### src/rtl/scarv_soc_bram_arbiter_if.sv
// Bundle between the two bus requesters, the arbiter and BRAM port A.
// Slave modport is the arbiter's view; master is the requester/BRAM side.
interface scarv_soc_bram_arbiter_if #(
   parameter int LW = 10
);
   logic          r0_req;
   logic          r0_gnt;
   logic          r0_wen;
   logic [3:0]    r0_strb;
   logic [31:0]   r0_addr;
   logic [31:0]   r0_wdata;
   logic          r0_rsp;
   logic          r0_rsp_err;
   logic [31:0]   r0_rdata;

   logic          r1_req;
   logic          r1_gnt;
   logic          r1_wen;
   logic [3:0]    r1_strb;
   logic [31:0]   r1_addr;
   logic [31:0]   r1_wdata;
   logic          r1_rsp;
   logic          r1_rsp_err;
   logic [31:0]   r1_rdata;

   logic          ena;
   logic [3:0]    wea;
   logic [LW-1:0] addra;
   logic [31:0]   dina;
   logic [31:0]   douta;

   modport slave (
      input  r0_req, r0_wen, r0_strb, r0_addr, r0_wdata,
      output r0_gnt, r0_rsp, r0_rsp_err, r0_rdata,
      input  r1_req, r1_wen, r1_strb, r1_addr, r1_wdata,
      output r1_gnt, r1_rsp, r1_rsp_err, r1_rdata,
      output ena, wea, addra, dina,
      input  douta
   );

   modport master (
      output r0_req, r0_wen, r0_strb, r0_addr, r0_wdata,
      input  r0_gnt, r0_rsp, r0_rsp_err, r0_rdata,
      output r1_req, r1_wen, r1_strb, r1_addr, r1_wdata,
      input  r1_gnt, r1_rsp, r1_rsp_err, r1_rdata,
      input  ena, wea, addra, dina,
      output douta
   );
endinterface

### src/rtl/scarv_soc_bram_arbiter.sv
// Two-requester arbiter for BRAM port A; SCARV_SOC_BRAM_ARB_RR_EN selects round-robin, else R0 priority.
// Grant is combinational, response exactly 1 cycle later; no response backpressure, 1 grant/cycle.
module scarv_soc_bram_arbiter #(
   parameter int DEPTH    = 1024,
   parameter bit WRITE_EN = 1'b1
) (
   input  logic                    clka,
   input  logic                    rsta,
   scarv_soc_bram_arbiter_if.slave bus
);
   localparam int LW = $clog2(DEPTH);

   logic        r_rsp_pend;
   logic        r_rsp_err;
   logic        r_last;

   logic        w_gnt0;
   logic        w_gnt1;
   logic        w_any;
   logic        w_wen;
   logic        w_fault;
   logic [3:0]  w_strb;
   logic [31:0] w_addr;
   logic [31:0] w_wdata;

   always_comb begin
      w_gnt0 = 1'b0;
      w_gnt1 = 1'b0;
      if (!rsta) begin
`ifdef SCARV_SOC_BRAM_ARB_RR_EN
         if (bus.r0_req && bus.r1_req) begin
            w_gnt0 = r_last;
            w_gnt1 = ~r_last;
         end else begin
            w_gnt0 = bus.r0_req;
            w_gnt1 = bus.r1_req;
         end
`else
         w_gnt0 = bus.r0_req;
         w_gnt1 = bus.r1_req & ~bus.r0_req;
`endif
      end
   end

   assign w_any   = w_gnt0 | w_gnt1;
   assign w_wen   = w_gnt1 ? bus.r1_wen   : bus.r0_wen;
   assign w_strb  = w_gnt1 ? bus.r1_strb  : bus.r0_strb;
   assign w_addr  = w_gnt1 ? bus.r1_addr  : bus.r0_addr;
   assign w_wdata = w_gnt1 ? bus.r1_wdata : bus.r0_wdata;

   // Faulting accesses are still granted but never reach the BRAM.
   assign w_fault = (w_addr >= 32'(DEPTH)) || (w_wen && !WRITE_EN);

   always_comb begin
      bus.ena   = 1'b0;
      bus.wea   = 4'b0000;
      bus.addra = w_addr[LW-1:0];
      bus.dina  = w_wdata;
      if (w_any && !w_fault) begin
         bus.ena = 1'b1;
         bus.wea = w_wen ? w_strb : 4'b0000;
      end
   end

   always_ff @(posedge clka or posedge rsta) begin
      if (rsta) begin
         r_rsp_pend <= 1'b0;
         r_rsp_err  <= 1'b0;
         r_last     <= 1'b1;
      end else begin
         r_rsp_pend <= w_any;
         if (w_any) begin
            r_rsp_err <= w_fault;
            r_last    <= w_gnt1;
         end
      end
   end

   // r_last always holds the most recent grantee, so it doubles as the response owner.
   assign bus.r0_gnt     = w_gnt0;
   assign bus.r1_gnt     = w_gnt1;
   assign bus.r0_rsp     = r_rsp_pend & ~r_last;
   assign bus.r1_rsp     = r_rsp_pend &  r_last;
   assign bus.r0_rsp_err = r_rsp_pend & ~r_last & r_rsp_err;
   assign bus.r1_rsp_err = r_rsp_pend &  r_last & r_rsp_err;
   assign bus.r0_rdata   = bus.douta;
   assign bus.r1_rdata   = bus.douta;
endmodule
### src/flat_wrapper.sv
// flat-port wrapper written by rule: the top's interface ports become plain ports
module scarv_soc_bram_arbiter_flat 
#(
   parameter int DEPTH    = 1024,
   parameter bit WRITE_EN = 1'b1
)
  (clka, rsta, bus_r0_req, bus_r0_wen, bus_r0_strb, bus_r0_addr, bus_r0_wdata, bus_r0_gnt, bus_r0_rsp, bus_r0_rsp_err, bus_r0_rdata, bus_r1_req, bus_r1_wen, bus_r1_strb, bus_r1_addr, bus_r1_wdata, bus_r1_gnt, bus_r1_rsp, bus_r1_rsp_err, bus_r1_rdata, bus_ena, bus_wea, bus_addra, bus_dina, bus_douta);
  scarv_soc_bram_arbiter_if bus_i ();
  input  logic clka;
  input  logic rsta;
  input wire logic [$bits(bus_i.r0_req)-1:0] bus_r0_req;
  input wire logic [$bits(bus_i.r0_wen)-1:0] bus_r0_wen;
  input wire logic [$bits(bus_i.r0_strb)-1:0] bus_r0_strb;
  input wire logic [$bits(bus_i.r0_addr)-1:0] bus_r0_addr;
  input wire logic [$bits(bus_i.r0_wdata)-1:0] bus_r0_wdata;
  output wire logic [$bits(bus_i.r0_gnt)-1:0] bus_r0_gnt;
  output wire logic [$bits(bus_i.r0_rsp)-1:0] bus_r0_rsp;
  output wire logic [$bits(bus_i.r0_rsp_err)-1:0] bus_r0_rsp_err;
  output wire logic [$bits(bus_i.r0_rdata)-1:0] bus_r0_rdata;
  input wire logic [$bits(bus_i.r1_req)-1:0] bus_r1_req;
  input wire logic [$bits(bus_i.r1_wen)-1:0] bus_r1_wen;
  input wire logic [$bits(bus_i.r1_strb)-1:0] bus_r1_strb;
  input wire logic [$bits(bus_i.r1_addr)-1:0] bus_r1_addr;
  input wire logic [$bits(bus_i.r1_wdata)-1:0] bus_r1_wdata;
  output wire logic [$bits(bus_i.r1_gnt)-1:0] bus_r1_gnt;
  output wire logic [$bits(bus_i.r1_rsp)-1:0] bus_r1_rsp;
  output wire logic [$bits(bus_i.r1_rsp_err)-1:0] bus_r1_rsp_err;
  output wire logic [$bits(bus_i.r1_rdata)-1:0] bus_r1_rdata;
  output wire logic [$bits(bus_i.ena)-1:0] bus_ena;
  output wire logic [$bits(bus_i.wea)-1:0] bus_wea;
  output wire logic [$bits(bus_i.addra)-1:0] bus_addra;
  output wire logic [$bits(bus_i.dina)-1:0] bus_dina;
  input wire logic [$bits(bus_i.douta)-1:0] bus_douta;
  assign bus_i.r0_req = bus_r0_req;
  assign bus_i.r0_wen = bus_r0_wen;
  assign bus_i.r0_strb = bus_r0_strb;
  assign bus_i.r0_addr = bus_r0_addr;
  assign bus_i.r0_wdata = bus_r0_wdata;
  assign bus_r0_gnt = bus_i.r0_gnt;
  assign bus_r0_rsp = bus_i.r0_rsp;
  assign bus_r0_rsp_err = bus_i.r0_rsp_err;
  assign bus_r0_rdata = bus_i.r0_rdata;
  assign bus_i.r1_req = bus_r1_req;
  assign bus_i.r1_wen = bus_r1_wen;
  assign bus_i.r1_strb = bus_r1_strb;
  assign bus_i.r1_addr = bus_r1_addr;
  assign bus_i.r1_wdata = bus_r1_wdata;
  assign bus_r1_gnt = bus_i.r1_gnt;
  assign bus_r1_rsp = bus_i.r1_rsp;
  assign bus_r1_rsp_err = bus_i.r1_rsp_err;
  assign bus_r1_rdata = bus_i.r1_rdata;
  assign bus_ena = bus_i.ena;
  assign bus_wea = bus_i.wea;
  assign bus_addra = bus_i.addra;
  assign bus_dina = bus_i.dina;
  assign bus_i.douta = bus_douta;
  scarv_soc_bram_arbiter #(.DEPTH(DEPTH), .WRITE_EN(WRITE_EN)) u_core (.clka(clka), .rsta(rsta), .bus(bus_i));
endmodule
### config.mk
export PLATFORM = sky130hd
export DESIGN_NAME = scarv_soc_bram_arbiter_flat
export DESIGN_NICKNAME = d
export VERILOG_FILES = /design/src/rtl/scarv_soc_bram_arbiter_if.sv /design/src/rtl/scarv_soc_bram_arbiter.sv /design/src/flat_wrapper.sv
export SDC_FILE = /design/constraint.sdc
export NUM_CORES = 1
export LEC_CHECK = 0
export CORE_AREA = 5 5 109 111
export CTS_CLUSTER_DIAMETER = 120
export DETAILED_ROUTE_END_ITERATION = 7
export DIE_AREA = 0 0 114 116
export DONT_BUFFER_PORTS = 1
export SYNTH_ARGS = -nofsm -noshare
export SYNTH_HDL_FRONTEND = slang
export SYNTH_SLANG_ARGS = --single-unit
### constraint.sdc
create_clock -name clka -period 1.8 [get_ports clka]
set_clock_uncertainty 0.05 [all_clocks]
set_input_delay 0.36 -clock clka [delete_from_list [all_inputs] [get_ports clka]]
set_output_delay 0.36 -clock clka [all_outputs]
set_load 0.05 [all_outputs]
# Yosys cells after proc, flatten, opt, wreduce, memory -nomap -nowiden
# Cells that the tools add are included.
op_classes:
  magnitude_cmp: 1
  n_mux: 9
  n_bitwise: 8
  reduce_logical: 2
op_table:
  columns: ["operator", "n"]
  rows:
  - ["$mux 32", 2]
  - ["$ge 32x11->1 const B", 1]
  - ["$mux 4", 3]
  - ["$and 1x1->1", 5]
  - ["$mux 1", 4]
  - ["$not 1->1", 2]
  - ["$logic_and 1x1->1", 1]
  - ["$logic_not 1->1", 1]
  - ["$or 1x1->1", 1]
totals:
  register_bits: 3
  in_bits: 174
  out_inout_bits: 117
  word_cells: 23

# Depth between registers and ports, before layout
logic_depth:
  ltp_word: 8
  depth_mapped: 6
  mapped_depth_nobuf: 5

# Least setup slack after synthesis
# OpenSTA, ideal clock, no wires.
synth_timing:
  path_kind: "input port to output port"
  startpoint: "input bus_r0_req"
  endpoint: "output bus_wea[0]"
  arrival_ps: 2144
  required_time_ps: 1390
  slack_ps: -754
  cell_stages: 5
  path_cell_list: "or3b_4 -> inv_2 -> nand3_2 -> o22ai_4 -> a21boi_1"
synth_between:
  elab_chain_cells: 8
  elab_cells_between_ends: 13
  classes_between: "order compare: 1; mux: 7; bitwise: 3; reduce/logical: 2"
synth_rtl:
  columns: ["item", "line", "text"]
  rows:
  - ["start, declared", "flat_wrapper.sv:11", "input wire logic [$bits(bus_i.r0_req)-1:0] bus_r0_req;"]
  - ["$not 1->1", "scarv_soc_bram_arbiter.sv:40", "w_gnt1 = bus.r1_req & ~bus.r0_req;"]
  - ["$and 1x1->1", "scarv_soc_bram_arbiter.sv:40", null]
  - ["$mux 1", "scarv_soc_bram_arbiter.sv:29", "if (!rsta) begin"]
  - ["$mux 32", "scarv_soc_bram_arbiter.sv:48", "assign w_addr = w_gnt1 ? bus.r1_addr : bus.r0_addr;"]
  - ["$ge 32x11->1", "scarv_soc_bram_arbiter.sv:52", "assign w_fault = (w_addr >= 32'(DEPTH)) || (w_wen && !WRITE_EN);"]
  - ["$logic_not 1->1", "scarv_soc_bram_arbiter.sv:59", "if (w_any && !w_fault) begin"]
  - ["$logic_and 1x1->1", "scarv_soc_bram_arbiter.sv:59", null]
  - ["$mux 4 (*)", "scarv_soc_bram_arbiter.sv:59", null]
  - ["end, declared", "flat_wrapper.sv:30", "output wire logic [$bits(bus_i.wea)-1:0] bus_wea;"]
# Mark *: on every way between the ends. The rest lies on a longest branch, timed or not.

# Worst setup path in the final report
layout_timing:
  startpoint: "input rsta"
  endpoint: "output bus_wea[1]"
layout_between:
  elab_chain_cells: 6
  elab_cells_between_ends: 11
  classes_between: "order compare: 1; mux: 7; bitwise: 1; reduce/logical: 2"
layout_rtl:
  columns: ["item", "line", "text"]
  rows:
  - ["start, declared", "flat_wrapper.sv:10", "input logic rsta;"]
  - ["$mux 1", "scarv_soc_bram_arbiter.sv:29", null]
  - ["$mux 32", "scarv_soc_bram_arbiter.sv:48", null]
  - ["$ge 32x11->1", "scarv_soc_bram_arbiter.sv:52", null]
  - ["$logic_not 1->1", "scarv_soc_bram_arbiter.sv:59", null]
  - ["$logic_and 1x1->1", "scarv_soc_bram_arbiter.sv:59", null]
  - ["$mux 4 (*)", "scarv_soc_bram_arbiter.sv:59", null]
# Marks and branches as above.

==> run metrics <==
gr busiest metal met2; drt drc 0; synth unique cells 20; gpl congestion 0.771; met1 GRT Util 0.0743; status finished, violations left; Place WS -0.134 ns; # setup viols final 47; total track usage 0.0834; failing checks setup timing; initial drt markers 39; P per Cell Area 472 mW/mm^2; total placed instance area 0.00157 mm^2; antenna-violating nets left 0; r2r startpoint u_core.r_last; unrepaired setup endpoints after global routing yes; critical setup path kind input pin to output pin; CTS tree built; met2 usage 0.166; DRT Wirelength 6.48 mm; setup ws final -0.135 ns; FMAX 0.517 GHz; worst skew pair latency 0.22 ns; min-delay src rsta; fin crit share 1.07; WP data arrival 1.52 ns; Worst-Margin Slew 0.519 ns; die height 116 um; die area 0.0132 mm^2; Final HPWL DP 5.44 mm; Root Driver clkbuf_8; number of global-route vias before repair 1,621; YS warnings 0; dominant cell type by area after synthesis buf_4; Synth Net Count 421; register area share after synthesis 0.0562; number of max-cap violations 0; Crit. End Element output pin; WHS Path Cells 1; Leakage 0.769 nW; share of layout cells above drive strength 1 0.476; global-route wire length before repair 8.57 mm; reg2reg end u_core.r_last; Vias 1,423; Slew HR 0.656; Max Fanout on Critical Path 5; total iterations of the first detailed-routing run 4; most common cell in the synthesized netlist nand2_1; wire per inst 18.6 um; R2R setup slack 1.00 ns; CP Launch Type input pin; Commonest cells post-synth nand2_1 (127), buf_4 (68), nor4_1 (10); chip width 114 um; CP max stage delay 0.41 ns; Sink Count 3; clock transition at the registers of the reported paths 0.03 ns; Post-synth ARST share 1.00; core area 0.0107 mm^2; final instance area 0.00193 mm^2; crit path max-delay cell type or3b_4; EDFF count, synth 0; Max H-tree Level 1; largest net degree at the start of global routing 24; top cells by area, synth buf_4 (38%), nand2_1 (35%), nor4_1 (4.6%); instance count of the mapped netlist 247; Final min period 1.93 ns; diode count 0; cells along the critical path or3b_4 -> inv_4 -> nand3_4 -> o22ai_4 -> a21boi_4 -> buf_12; CP Data Required Time 1.39 ns; worst r2r path cells 2; synthesized area 0.00136 mm^2; Post-synth top flop dfrtp_1; Hold Crit Class input pin to flop; initial antenna violation count 0; Hold WS 0.180 ns; flops & latches, synth 3; CTS max path bufs 2; share of the synthesized area in the top cell type 0.376; Synth Area per Inst 5.50 um^2; initial core utilization 0.127; Max VDD drop 0.541 mV; final hold viol count 0; # IOs 291; Rows 38; Layout Nets 383; worst hold endpoint u_core.r_rsp_pend; Final Max Slew Viols 0; Port Buffers 0; Area Overhead vs Synth 41.9%; met3 Use GR 0.0324; setup tns final -2.82 ns; total gr overflow 0; drt via density 4.09; Util after Layout 0.180; Num CTS Buffers 3
-- layout make-up --
| class | count | area (um^2) |
|---|---|---|
| Clock buffer | 4 | 45.0 |
| Fill cell | 1217 | 8770 |
| Sequential cell | 3 | 76.3 |
| Tap cell | 140 | 175 |
| Multi-Input combinational cell | 168 | 1110 |
| Inverter | 2 | 10.0 |
| Timing Repair Buffer | 31 | 505 |
-- layout by cell type, fill, tap and decap left out, types with 2 or more instances in the layout --
| cell type | count |
|---|---|
| a21boi_4 | 4 |
| buf_12 | 19 |
| buf_4 | 7 |
| buf_6 | 2 |
| clkbuf_8 | 3 |
| dfrtp_1 | 2 |
| nand2_1 | 79 |
| nand2_2 | 17 |
| nand2_4 | 31 |
| nand3_1 | 7 |
| nand3_2 | 2 |
| nand4_1 | 2 |
| nor2_1 | 7 |
| nor2b_1 | 2 |
| nor4_1 | 4 |
| nor4_2 | 6 |
-- worst max-delay path, delay by kind of cell --
| kind | cells | cell delay [ns] |
|---|---|---|
| buf+inv | 2 | 0.23 |
| simple gates | 2 | 0.47 |
| compound gates | 2 | 0.44 |
-- power by group --
group	leakage, nW	switching [W]	internal (W)
sequential	0.0315	0.00000406	0.0000740
combinational	0.715	0.000446	0.000188
clock	0.0228	0.0000467	0.000151
-- registers in the layout, indices dropped and copies added (netlist names) --
| name | flops |
|---|---|
| u_core.r_rsp_err | 1 |
| u_core.r_last | 1 |
| u_core.r_rsp_pend | 1 |
-- how the worst max path moves through the flow --
stage,startpoint,end,depth (start not counted)
final,rsta,bus_wea[1],6
after global routing,rsta,bus_wea[1],6
after CTS,bus_r0_req,bus_wea[0],6
after detailed placement,bus_r0_req,bus_dina[16],6
after global placement,bus_r0_req,bus_dina[10],6
after floorplan,bus_r0_req,bus_wea[0],5
-- per-stage QoR --
step	power [W]	std cells
global placement	0.000650	340
global route	0.000948	348
detailed placement	0.000654	340
CTS	0.000905	347
floorplan	0.000895	247
finish	0.000910	348
-- kinds of logic (layout without fill, tap and decap cells) --
kind of cell           Yosys count  after routing  share of synthesized area
AND/OR/NAND/NOR                162            162                      0.500
buffers and inverters           76             37                      0.404
AO/OA/AOI/OAI                    6              6                     0.0406
flip-flops                       3              3                     0.0562
-- per-layer routing --
layer | routed length (um) | vias to the layer above
li1 | - | 633
met1 | 1780 | 628
met2 | 3610 | 132
met3 | 931 | 30
met4 | 160 | 0
met5 | 0 | -
-- what timing repair did --
action                                 4_1_cts  5_1_grt
buffers inserted                             2        0
setup endpoints to repair                   47       48
endpoints found under the hold margin        2        0
pin swaps                                   11       10
hold buffers                                 1        0
gates cloned                                 0        1
gates resized for setup                     48        9
No activity file was read; power rests on OpenSTA's default activity.
